### config.mk
export PLATFORM = sky130hd
export DESIGN_NAME = soundbar_meter
export DESIGN_NICKNAME = d
export VERILOG_FILES = /design/src/rtl/soundbar_meter_pkg.sv /design/src/rtl/soundbar_palette.sv /design/src/rtl/soundbar_meter.sv
export SDC_FILE = /design/constraint.sdc
export NUM_CORES = 1
export LEC_CHECK = 0
export CORE_MARGIN = 2
export CORE_UTILIZATION = 55
export DETAILED_ROUTE_END_ITERATION = 6
export HOLD_SLACK_MARGIN = 0.1
export PLACE_DENSITY = 0.87
export SETUP_SLACK_MARGIN = 0.02
export SLEW_MARGIN = 10
export SYNTH_ARGS = -nofsm -noshare
export SYNTH_HDL_FRONTEND = slang
export SYNTH_SLANG_ARGS = --single-unit
export TNS_END_PERCENT = 20
### constraint.sdc
create_clock -name clock -period 22.3 [get_ports clock]
set_input_delay 5.575 -clock clock [delete_from_list [all_inputs] [get_ports clock]]
set_output_delay 5.575 -clock clock [all_outputs]
set_load 0.05 [all_outputs]
### src/rtl/soundbar_meter_pkg.sv
// Shared types and palette constants for the soundbar level meter.
// Each theme lists its colours in slot order: background, border, low, mid, high.
package soundbar_meter_pkg;

  typedef enum logic [2:0] {
    COL_A,
    COL_B,
    COL_C,
    COL_D,
    COL_E
  } col_slot_e;

  localparam int unsigned NumThemes = 4;
  localparam int unsigned NumSlots  = 5;

  localparam logic [15:0] PALETTE [NumThemes][NumSlots] = '{
    '{16'h0841, 16'hFFFF, 16'h07E0, 16'hFFE0, 16'hF800},
    '{16'h0010, 16'hC618, 16'h07FF, 16'h001F, 16'hF81F},
    '{16'h2104, 16'hFD20, 16'h87F0, 16'hFBE0, 16'hF8A0},
    '{16'hFFFF, 16'h0000, 16'h03E0, 16'h7BE0, 16'h7800}
  };

endpackage

### src/rtl/soundbar_palette.sv
// Combinational palette lookup: theme and colour slot to an RGB565 value.
module soundbar_palette
  import soundbar_meter_pkg::*;
(
  input  logic [1:0]  theme_i,
  input  logic [2:0]  slot_i,
  output logic [15:0] colour_o
);

  always_comb begin
    colour_o = '0;
    case (slot_i)
      COL_A:   colour_o = PALETTE[theme_i][0];
      COL_B:   colour_o = PALETTE[theme_i][1];
      COL_C:   colour_o = PALETTE[theme_i][2];
      COL_D:   colour_o = PALETTE[theme_i][3];
      COL_E:   colour_o = PALETTE[theme_i][4];
      default: colour_o = '0;
    endcase
  end

endmodule

### src/rtl/soundbar_meter.sv
// Level meter renderer: frame-synchronous level/peak-hold state and a two-stage
// pixel pipeline that maps a row-major pixel index to an RGB565 colour.
module soundbar_meter
  import soundbar_meter_pkg::*;
#(
  parameter int unsigned WIDTH        = 96,
  parameter int unsigned HEIGHT       = 64,
  parameter int unsigned BORDER       = 3,
  parameter int unsigned LEVEL_W      = 4,
  parameter int unsigned DECAY_FRAMES = 8
) (
  input  logic               clock,
  input  logic               reset_n,
  input  logic [1:0]         theme,
  input  logic [12:0]        index,
  input  logic               frame_tick,
  input  logic [LEVEL_W-1:0] level,
  input  logic               level_valid,
  input  logic               mute,
  output logic [15:0]        data,
  output logic [LEVEL_W-1:0] level_q,
  output logic [LEVEL_W-1:0] peak_q
);

  localparam int unsigned IdxW   = 13;
  localparam int unsigned InnerH = HEIGHT - 2 * BORDER;
  localparam int unsigned ZoneLo = InnerH / 3;
  localparam int unsigned ZoneHi = (2 * InnerH) / 3;
  localparam int unsigned LMax   = (1 << LEVEL_W) - 1;
  localparam int unsigned NumPix = WIDTH * HEIGHT;
  localparam int unsigned ProdW  = LEVEL_W + IdxW;
  localparam int unsigned HoldW  = (DECAY_FRAMES > 1) ? $clog2(DECAY_FRAMES) : 1;

  // Level and peak-hold state, updated only on frame_tick.
  logic [LEVEL_W-1:0] pend_q, pend_d, level_d, peak_d, commit_lvl;
  logic [HoldW-1:0]   hold_q, hold_d;

  always_comb begin
    pend_d     = level_valid ? level : pend_q;
    commit_lvl = mute ? '0 : (level_valid ? level : pend_q);
    level_d    = level_q;
    peak_d     = peak_q;
    hold_d     = hold_q;
    if (frame_tick) begin
      level_d = commit_lvl;
      if (mute) begin
        peak_d = '0;
        hold_d = '0;
      end else if (commit_lvl >= peak_q) begin
        peak_d = commit_lvl;
        hold_d = '0;
      end else if (hold_q == HoldW'(DECAY_FRAMES - 1)) begin
        peak_d = (peak_q != '0) ? peak_q - LEVEL_W'(1) : '0;
        hold_d = '0;
      end else begin
        hold_d = hold_q + HoldW'(1);
      end
    end
  end

  always_ff @(posedge clock or negedge reset_n) begin
    if (!reset_n) begin
      pend_q  <= '0;
      level_q <= '0;
      peak_q  <= '0;
      hold_q  <= '0;
    end else begin
      pend_q  <= pend_d;
      level_q <= level_d;
      peak_q  <= peak_d;
      hold_q  <= hold_d;
    end
  end

  // Stage 1: decode index into row and border/out-of-range flags.
  logic [IdxW-1:0] x_d, y_d, y_q;
  logic            border_d, border_q, oob_d, oob_q;
  logic [1:0]      theme_q;

  always_comb begin
    x_d      = index % IdxW'(WIDTH);
    y_d      = index / IdxW'(WIDTH);
    oob_d    = 32'(index) >= NumPix;
    border_d = (32'(x_d) < BORDER) || (32'(x_d) >= WIDTH - BORDER) ||
               (32'(y_d) < BORDER) || (32'(y_d) >= HEIGHT - BORDER);
  end

  always_ff @(posedge clock or negedge reset_n) begin
    if (!reset_n) begin
      y_q      <= '0;
      border_q <= 1'b0;
      oob_q    <= 1'b0;
      theme_q  <= '0;
    end else begin
      y_q      <= y_d;
      border_q <= border_d;
      oob_q    <= oob_d;
      theme_q  <= theme;
    end
  end

  // Stage 2: pick a colour slot and register the palette output.
  logic [IdxW-1:0]  row;
  logic [ProdW-1:0] row_w, lit_rows, peak_rows;
  logic [2:0]       slot;
  logic [15:0]      colour, data_d, data_q;

  always_comb begin
    row       = IdxW'(HEIGHT - 1 - BORDER) - y_q;
    row_w     = ProdW'(row);
    lit_rows  = (ProdW'(level_q) * ProdW'(InnerH)) / ProdW'(LMax);
    peak_rows = (ProdW'(peak_q) * ProdW'(InnerH)) / ProdW'(LMax);
    slot      = COL_A;
    if (border_q) begin
      slot = COL_B;
    end else if ((peak_q > level_q) && (peak_rows != '0) &&
                 (row_w == peak_rows - ProdW'(1))) begin
      slot = COL_E;
    end else if (row_w < lit_rows) begin
      if (row_w < ProdW'(ZoneLo)) begin
        slot = COL_C;
      end else if (row_w < ProdW'(ZoneHi)) begin
        slot = COL_D;
      end else begin
        slot = COL_E;
      end
    end
    data_d = oob_q ? '0 : colour;
  end

  soundbar_palette u_palette (
    .theme_i  (theme_q),
    .slot_i   (slot),
    .colour_o (colour)
  );

  always_ff @(posedge clock or negedge reset_n) begin
    if (!reset_n) begin
      data_q <= '0;
    end else begin
      data_q <= data_d;
    end
  end

  assign data = data_q;

endmodule

* Word-level counts from Yosys, hierarchy flattened
Index checks and enable logic that the tools add are counted.
Storage, ports and cells: logic and storage cells 66, register bits 48, input bits 24, output and inout bits 24
Operators by class: add/subtract/negate cells 4, div/mod/pow operators 4, multipliers 2, reductions and logical operators 10, magnitude comparators 11, muxes and demuxes 19, bitwise operators 1, equal/unequal tests 6
Operator list (number):
- 80-bit binary-select mux with 2-bit select | 1
- 80-bit two-way mux | 2
- 16-bit case mux with 5 select lines | 1
- 10-bit by 4-bit divider with 17-bit output (second input constant) | 2
- 13-bit by 2-bit less-than comparator with 1-bit output (second input constant) | 2
- 3-bit two-way mux | 8
- 4-bit two-way mux | 6
- 4-bit by 5-bit multiplier with 9-bit output (second input constant) | 2
- 13-bit by 17-bit == test with 1-bit output | 1
- 13-bit by 17-bit less-than comparator with 1-bit output | 1
- 17-bit nonzero test | 1
- 17-bit by 1-bit subtractor with 17-bit output (second input constant) | 1
- 16-bit two-way mux | 1
- 13-bit by 7-bit divider with 13-bit output (second input constant) | 1
- 13-bit greater-or-equal comparator (second input constant) | 1
- 13-bit by 6-bit greater-or-equal comparator with 1-bit output (second input constant) | 1
- 13-bit by 7-bit greater-or-equal comparator with 1-bit output (second input constant) | 1
- 13-bit by 5-bit less-than comparator with 1-bit output (second input constant) | 1
- 13-bit by 6-bit less-than comparator with 1-bit output (second input constant) | 1
- 13-bit by 7-bit remainder unit with 13-bit output (second input constant) | 1
- 6-bit by 13-bit subtractor with 13-bit output (first input constant) | 1
- 3-bit by 2-bit == test with 1-bit output (second input constant) | 2
- 3-bit == test (second input constant) | 2
- 4-bit greater-or-equal comparator | 1
- other kinds (12) | 15

* Longest topological paths before layout
Gate-level depths: netlist of run 1.
word-level depth 10, mapped depth 33, gate-level depth less buffers 30

* By module
Synthesis of run 1 repeated with hierarchy kept, for this count alone.
Second synthesis, totals: cell total of the unflattened synthesis 760, area, all modules 6007.0 µm²
Modules (own cells, without submodules):
- soundbar_meter | times used 1, area an instance 5526.6 µm², cells an instance 689, seq. area each 1051.0 µm²
- soundbar_palette | times used 1, area an instance 480.5 µm², cells an instance 71, seq. area each 0.0 µm²

* Least setup slack after synthesis of run 1
No wires, ideal clock.
path type in2reg, start point input index[12], end point register border_q, path buffers 1, data arrival time 8.347 ns, cell stages on the path 17, setup slack 13.830 ns, required time 22.177 ns, setup time 0.123 ns, cell sequence clkbuf_1 -> nor2b_1 -> o21ai_0 -> a221o_1 -> a21oi_1 -> inv_1 -> a211o_1 -> nand2_1 -> inv_1 -> a21oi_1 -> o22ai_1 -> o21a_1 -> nor2b_1 -> mux2i_1 -> o22ai_1 -> a21oi_1 -> nand2_1
Between the ends: elaborated cells on any way between the ends 9, classes of those cells div: 2; order compare: 4; reduce/logical: 3
RTL lines:
- start: declaration | line soundbar_meter.sv:15 | input logic [12:0] index,
- 13-bit by 7-bit divider with 13-bit output (*) | line soundbar_meter.sv:82 | y_d = index / IdxW'(WIDTH);
- named net y_d[3] | line soundbar_meter.sv:76 | logic [IdxW-1:0] x_d, y_d, y_q;
- 13-bit by 2-bit less-than comparator with 1-bit output | line soundbar_meter.sv:85 | (32'(y_d) < BORDER) || (32'(y_d) >= HEIGHT - BORDER);
- 1-bit logical OR | line soundbar_meter.sv:84 | border_d = (32'(x_d) < BORDER) || (32'(x_d) >= WIDTH - BORDER) ||
- 1-bit logical OR (*) | line soundbar_meter.sv:85
- named net border_d | line soundbar_meter.sv:77 | logic border_d, border_q, oob_d, oob_q;
- end signal: assignment | line soundbar_meter.sv:96 | border_q <= border_d;
- end: declaration | line soundbar_meter.sv:77
Mark *: on every way through the listed nets, which the timed path passes. The rest lies on a longest branch. A chain may end at the register's enable or synchronous reset.

* Worst setup path after layout of run 1
Ends and elaborated chain as after synthesis.

==> results of run 1 <==
==> metrics by stage <==
| stage | utilization [%] | std cells | instance area [µm²] |
|---|---|---|---|
| after floorplan | - | 694 | 5590 |
| after global placement | 62.3 | 851 | 6120 |
| after detailed placement | 62.3 | 851 | 6120 |
| after CTS | 63.5 | 859 | 6230 |
| after global routing | 63.5 | 859 | 6230 |
| final | 63.5 | 859 | 6230 |
==> registers in the layout, indices dropped and copies added (netlist names) <==
register and count:
border_q 1, data 16, hold_q 3, level_q 4, oob_q 1, peak_q 4, pend_q 4, theme_q 2
y_q 7
==> final timing paths <==
path                                            start               endpoint  slack (ps)  depth (start not counted)
worst max-delay path                        index[12]     border_q$_DFF_PN0_       13190                         17
worst min-delay path              pend_q[0]$_DFF_PN0_    pend_q[0]$_DFF_PN0_         500                          2
worst max register to register  peak_q[1]$_DFFE_PN0P_      data[6]$_DFF_PN0_       13900                         30
worst min register to register    pend_q[0]$_DFF_PN0_    pend_q[0]$_DFF_PN0_         500                          2
max in group asynchronous                     reset_n  hold_q[2]$_DFFE_PN0P_       16320                          1
min in group asynchronous                     reset_n     data[11]$_DFF_PN0_        5400                          1
==> worst reg2reg max path: cells and delay by family (launching register included) <==
family	cells	cell delay, ps
simple gates	11	2330
fa+ha+maj	5	1950
compound gates	8	1700
flops	1	680
xor+xnor	2	620
buf+inv	2	520
mux	2	480
==> area by class of cell <==
| type | instances | area (µm²) | area share [%] |
|---|---|---|---|
| Tap cell | 133 | 166 | 2.67 |
| Multi-Input combinational cell | 582 | 4260 | 68.3 |
| Clock inverter | 3 | 43.8 | 0.702 |
| Sequential cell | 42 | 1050 | 16.9 |
| Clock buffer | 5 | 68.8 | 1.10 |
| Inverter | 46 | 173 | 2.77 |
| Timing Repair Buffer | 48 | 473 | 7.59 |
==> logic make-up (layout without fill, tap and decap cells) <==
group                    Yosys count  after routing
multiplexers                      19             19
buffers and inverters             70            102
XOR/XNOR                          31             31
AND/OR/NAND/NOR                  232            232
flip-flops                        42             42
AO/OA/AOI/OAI                    228            228
adder cells (fa/ha/maj)           72             72
==> synthesized netlist by cell type (7+ instances only) <==
cell      instances  area share (%)
a211oi_1         14             1.9
a21o_1            9             1.2
a21oi_1          50             4.5
a31oi_1           9             1.0
and2_1            9             1.0
and3_1            9             1.0
clkbuf_1         16             1.1
dfrtp_1          42              19
fa_1              8             2.9
ha_1             58              13
inv_1            46             3.1
mux2i_1          13             2.3
nand2_1          46             3.1
nand2b_1         15             1.7
nand3_1          15             1.3
nand4_1          12             1.3
nor2_1           51             3.4
nor2b_1          16             1.8
nor3_1           16             1.4
o211ai_1          7            0.94
o21a_1            7            0.94
o21ai_0          46             4.1
o21bai_1          7            0.94
o31ai_1          10             1.3
or3_1             9             1.0
xnor2_1          20             3.1
xor2_1            9             1.4
==> metal layers <==
layer  part of all wire, %  routed length (µm)  vias up
met3                   4.6                 625       22
li1                      -                   -     2636
met4                   1.7                 231        0
met5                     0                   0        -
met2                    49                6720      172
met1                    45                6080     2546
==> out/summary.txt, run 1 <==
die width: 105 µm
number of global-route vias before repair: 5162
mux cell area share after synthesis: 3.54%
diode count: 0
Worst Setup End Kind: register
Compound-Gate Fraction of Synth Area: 28.4%
M1 GR Usage: 32.8%
DP HPWL: 10500 µm
initial core utilization: 56.9%
pre-CTS setup slack: 12940 ps
Yosys warning count: 0
max_cap viols: 0
antenna violations before repair: 0
Avg Cell Area, Syn: 8.06 µm²
async set-or-reset flop fraction in the synthesized netlist: 100%
cell family with most CP delay: compound AO/OA/AOI/OAI gates
final setup TNS: 0 ps
Tcrit/Tclk final: 40.9%
adder-cell share of the synthesized area: 16.9%
largest net degree at the start of global routing: 43
Post-CTS Resized: 0
commonest non-fill, non-tap cells in the layout: 58 x ha_1, 51 x nor2_1, 50 x a21oi_1
Residual DRC: 0
layout cells sized above 1: 5.65%
Setup-failing EPs final: 0
max-slew violation count: 0
critical path class: input pin to register
status: complete, no violations
Port Buffer Count: 47
die height: 105 µm
flops & latches, synth: 42
CTS sink cnt: 42
H-tree levels: 2
gpl congestion: 0.925
row cnt: 36
gr usage total: 25.1%
CTS tree: done
Simple-Gate Fraction of Synth Area: 22.1%
Die ar.: 0.0110 mm²
CTS Buffer Depth: 2
hold buffer count at CTS: 0
Main synth FF type: dfrtp_1
post-DR wirelength/cell: 15.9 µm
Post-Synthesis Cells: 694
Post-synth EDFFs: 0
Cell Chain, Critical Path: clkdlybuf4s50_1, nor2b_1, o21ai_0, a221o_1, a21oi_1, inv_1, a211o_1, nand2_1, inv_1, a21oi_1, o22ai_1, o21a_1, nor2b_1, mux2i_1, o22ai_1, a21oi_1, nand2_1
gr busiest metal: met2
1st-pass router iterations: 5
Filler Cell Count: 869
core area: 0.00982 mm²
Slew Limit Headroom: 38.4%
IO Pins: 48
Root Buffer: clkbuf_8
max incr delay on CP: 670 ps
total CTS buffers: 5
WP buf/inv: 3
tightest hold margin: 497 ps
first-pass GRT wire length: 23600 µm
min setup slack post-route: 13190 ps
Startpoint Class: input pin
syn_nets: 784
Crit path arrival time: 9310 ps
final hold vios: 0
worst min path class: register to register
RSZ-0062 raised after global routing: false
postcts setup bufs: 0
final net count: 815
Peak Freq: 0.110 GHz
met2 usage: 43.9%
final worst path period need: 9110 ps
Worst-Margin Slew: 924 ps
grt ovf: 0
GR met3 Demand/Resource: 2.25%
XOR/XNOR share of the synthesized area: 5.24%
worst-skew pair later-pin latency: 310 ps
largest family of logic cells by synthesized area: compound AO/OA/AOI/OAI gates
Setup Skew: 5.43 ps
clock transition at the registers of the reported paths: 80 ps
Mapped Area: 0.00559 mm²
crit path max-delay cell type: clkdlybuf4s50_1
Area Overhead vs Synth: 11.5%
Vias: 5376
vias per cell: 6.26
post-synthesis sequential area ratio: 18.8%
most used cell, CP: a21oi_1
Synth cell types: 82
number of DRC markers in iteration 0: 382
maximum fanout along the worst path: 11
WL final: 13700 µm
Critical Path RT: 22500 ps
commonest non-fill, non-tap cell in the layout: ha_1
Final ANT Viol Nets: 0
Power of run 1 is left out: the tool's default activity adds up to more than one toggle a clock period on the data nets, which glitch-free logic cannot reach.
==> run 2: changes to the inputs <==
--- a/config.mk
+++ b/config.mk
@@ -6,10 +6,10 @@
 export NUM_CORES = 1
 export LEC_CHECK = 0
 export CORE_MARGIN = 2
-export CORE_UTILIZATION = 55
+export CORE_UTILIZATION = 54
 export DETAILED_ROUTE_END_ITERATION = 6
 export HOLD_SLACK_MARGIN = 0.1
-export PLACE_DENSITY = 0.87
+export PLACE_DENSITY = 0.89
 export SETUP_SLACK_MARGIN = 0.02
 export SLEW_MARGIN = 10
 export SYNTH_ARGS = -nofsm -noshare
==> constraint.sdc (replaced) <==
create_clock -name clock -period 7.5 [get_ports clock]
set_input_delay 1.875 -clock clock [delete_from_list [all_inputs] [get_ports clock]]
set_output_delay 1.875 -clock clock [all_outputs]
set_load 0.05 [all_outputs]
==> run 2 against run 1 <==
  * Critical path depth is 13 higher
  * Die area is 1.8% higher
  * Flip-flop and latch count stayed put
  * Hold slack better by 1.8 ps
  * Register-to-register slack worse by 14000 ps
  * Routed wire length is 8.6% higher
  * Via count is 6.8% higher
  * Non-clock buffer count is 20 higher
  * Utilization is 0.79 points higher
  * Final cell count is 2.7% higher
  * Global-route usage is 0.052 points higher
  * Critical path type is now register to register
  * Highest routed layer unchanged
==> out/summary.txt, run 2 (synthesis results as in run 1) <==
worst min path class: register to register
FF-to-FF Start: peak_q[1]$_DFFE_PN0P_
die width: 106 µm
CTS Buffer Depth: 2
layout cells sized above 1: 12.7%
worst hold path stage count: 1
R2R Setup Slk: 290 ps
Hold EP: pend_q[2]$_DFF_PN0_
Worst path depth: 30
Vias: 5743
Tcrit/Tclk final: 96.1%
H-tree levels: 2
placed insts: 862
first-pass GRT wire length: 23800 µm
final net count: 835
diode count: 0
worst-skew pair later-pin latency: 310 ps
WL final: 14800 µm
R2R depth: 30
Filler Cell Count: 828
reg2reg end: data[15]$_DFF_PN0_
Port Buffer Count: 47
Setup Skew: 9.53 ps
max-slew violation count: 0
die height: 106 µm
register area: 0.00105 mm²
total CTS buffers: 5
CTS sink cnt: 42
number of global-route vias before repair: 5214
gr usage total: 25.1%
Worst-Margin Slew: 949 ps
Critical Path RT: 7740 ps
area of the multi-input gates: 0.00441 mm²
WP buf/inv: 3
gpl congestion: 0.973
post-DR wirelength/cell: 16.8 µm
Crit path arrival time: 7450 ps
final hold vios: 0
Die ar.: 0.0112 mm²
max incr delay on CP: 520 ps
CTS tree: done
vias per cell: 6.51
Residual DRC: 0
Peak Freq: 0.139 GHz
grt ovf: 0
clock transition at the registers of the reported paths: 90 ps
beginning of the worst hold path: pend_q[2]$_DFF_PN0_
max reg flops: 16
Area Overhead vs Synth: 17.1%
Slew Limit Headroom: 36.2%
gr busiest metal: met2
critical path class: register to register
met2 usage: 43.5%
row cnt: 37
final worst path period need: 7210 ps
commonest non-fill, non-tap cell in the layout: ha_1
Startpoint Class: register
antenna violations before repair: 0
Final ANT Viol Nets: 0
1st-pass router iterations: 6
number of DRC markers in iteration 0: 555
DP HPWL: 10900 µm
status: complete, no violations
Setup-failing EPs final: 0
cell family with most CP delay: simple AND/OR/NAND/NOR gates
core area: 0.0102 mm²
final cell count without fillers: 882
max_cap viols: 0
most used cell, CP: ha_1
commonest non-fill, non-tap cells in the layout: 55 x ha_1, 50 x nor2_1, 48 x a21oi_1, 46 x o21ai_0, 46 x clkdlybuf4s50_1
GR met3 Demand/Resource: 2.41%
maximum fanout along the worst path: 14
IO Pins: 48
Worst Setup End Kind: register
largest net degree at the start of global routing: 43
Root Buffer: clkbuf_8
crit path max-delay cell type: or3_1
initial core utilization: 54.9%
M1 GR Usage: 32.5%
-- run 2: changes by cell type in the layout (fill, tap and decap cells not counted), moves of 3 or more --
cell / previous run / this run
buf_4: 1 / 21
nor3_1: 16 / 11
nor3_2: 0 / 4
ha_1: 58 / 55
ha_2: 0 / 3
mux2i_1: 13 / 10
-- run 2: metrics by stage --
stage | instance area [µm²] | TNS [ps] | setup WS [ps] | hold WS (ps) | utilization [%]
after floorplan | 5590 | 0 | 79.2 | 446 | -
after global placement | 6190 | 0 | 276 | 472 | 60.7
after detailed placement | 6190 | -19.9 | -17.4 | 484 | 60.7
after CTS | 6320 | 0 | 42.8 | 503 | 62.0
after global routing | 6550 | -206 | -70.9 | 517 | 64.3
final | 6550 | 0 | 294 | 499 | 64.3
-- run 2: area by class of cell --
type                    count  share of cell area (%)
clock buffers               5                    1.05
clock inverters             3                   0.669
inverters                  46                    2.69
multi-input cells         582                    67.4
flip-flops and latches     42                    16.1
well taps                 136                    2.60
repair buffers             68                    9.52
-- run 2: worst max path at each step --
stage,startpoint,end
floorplan,peak_q[2]$_DFFE_PN0P_,data[6]$_DFF_PN0_
finish,peak_q[1]$_DFFE_PN0P_,data[15]$_DFF_PN0_
global route,peak_q[1]$_DFFE_PN0P_,data[15]$_DFF_PN0_
detailed placement,peak_q[1]$_DFFE_PN0P_,data[6]$_DFF_PN0_
global placement,peak_q[1]$_DFFE_PN0P_,data[6]$_DFF_PN0_
CTS,peak_q[1]$_DFFE_PN0P_,data[6]$_DFF_PN0_
-- run 2: layer usage --
metal  vias up  wire length, µm  share of wire (%)
met3        48             1030                6.9
li1       2677                -                  -
met2       301             7310                 49
met5         -                0                  0
met4         0              382                2.6
met1      2717             6100                 41
-- run 2: timing repair --
item / CTS / global route
setup endpoints to repair: 6 / 16
resized for setup: 4 / 33
buffers inserted: 0 / 12
pin swaps: 0 / 15
hold buffers: 0 / 0
Power of run 2 is left out for the same reason.
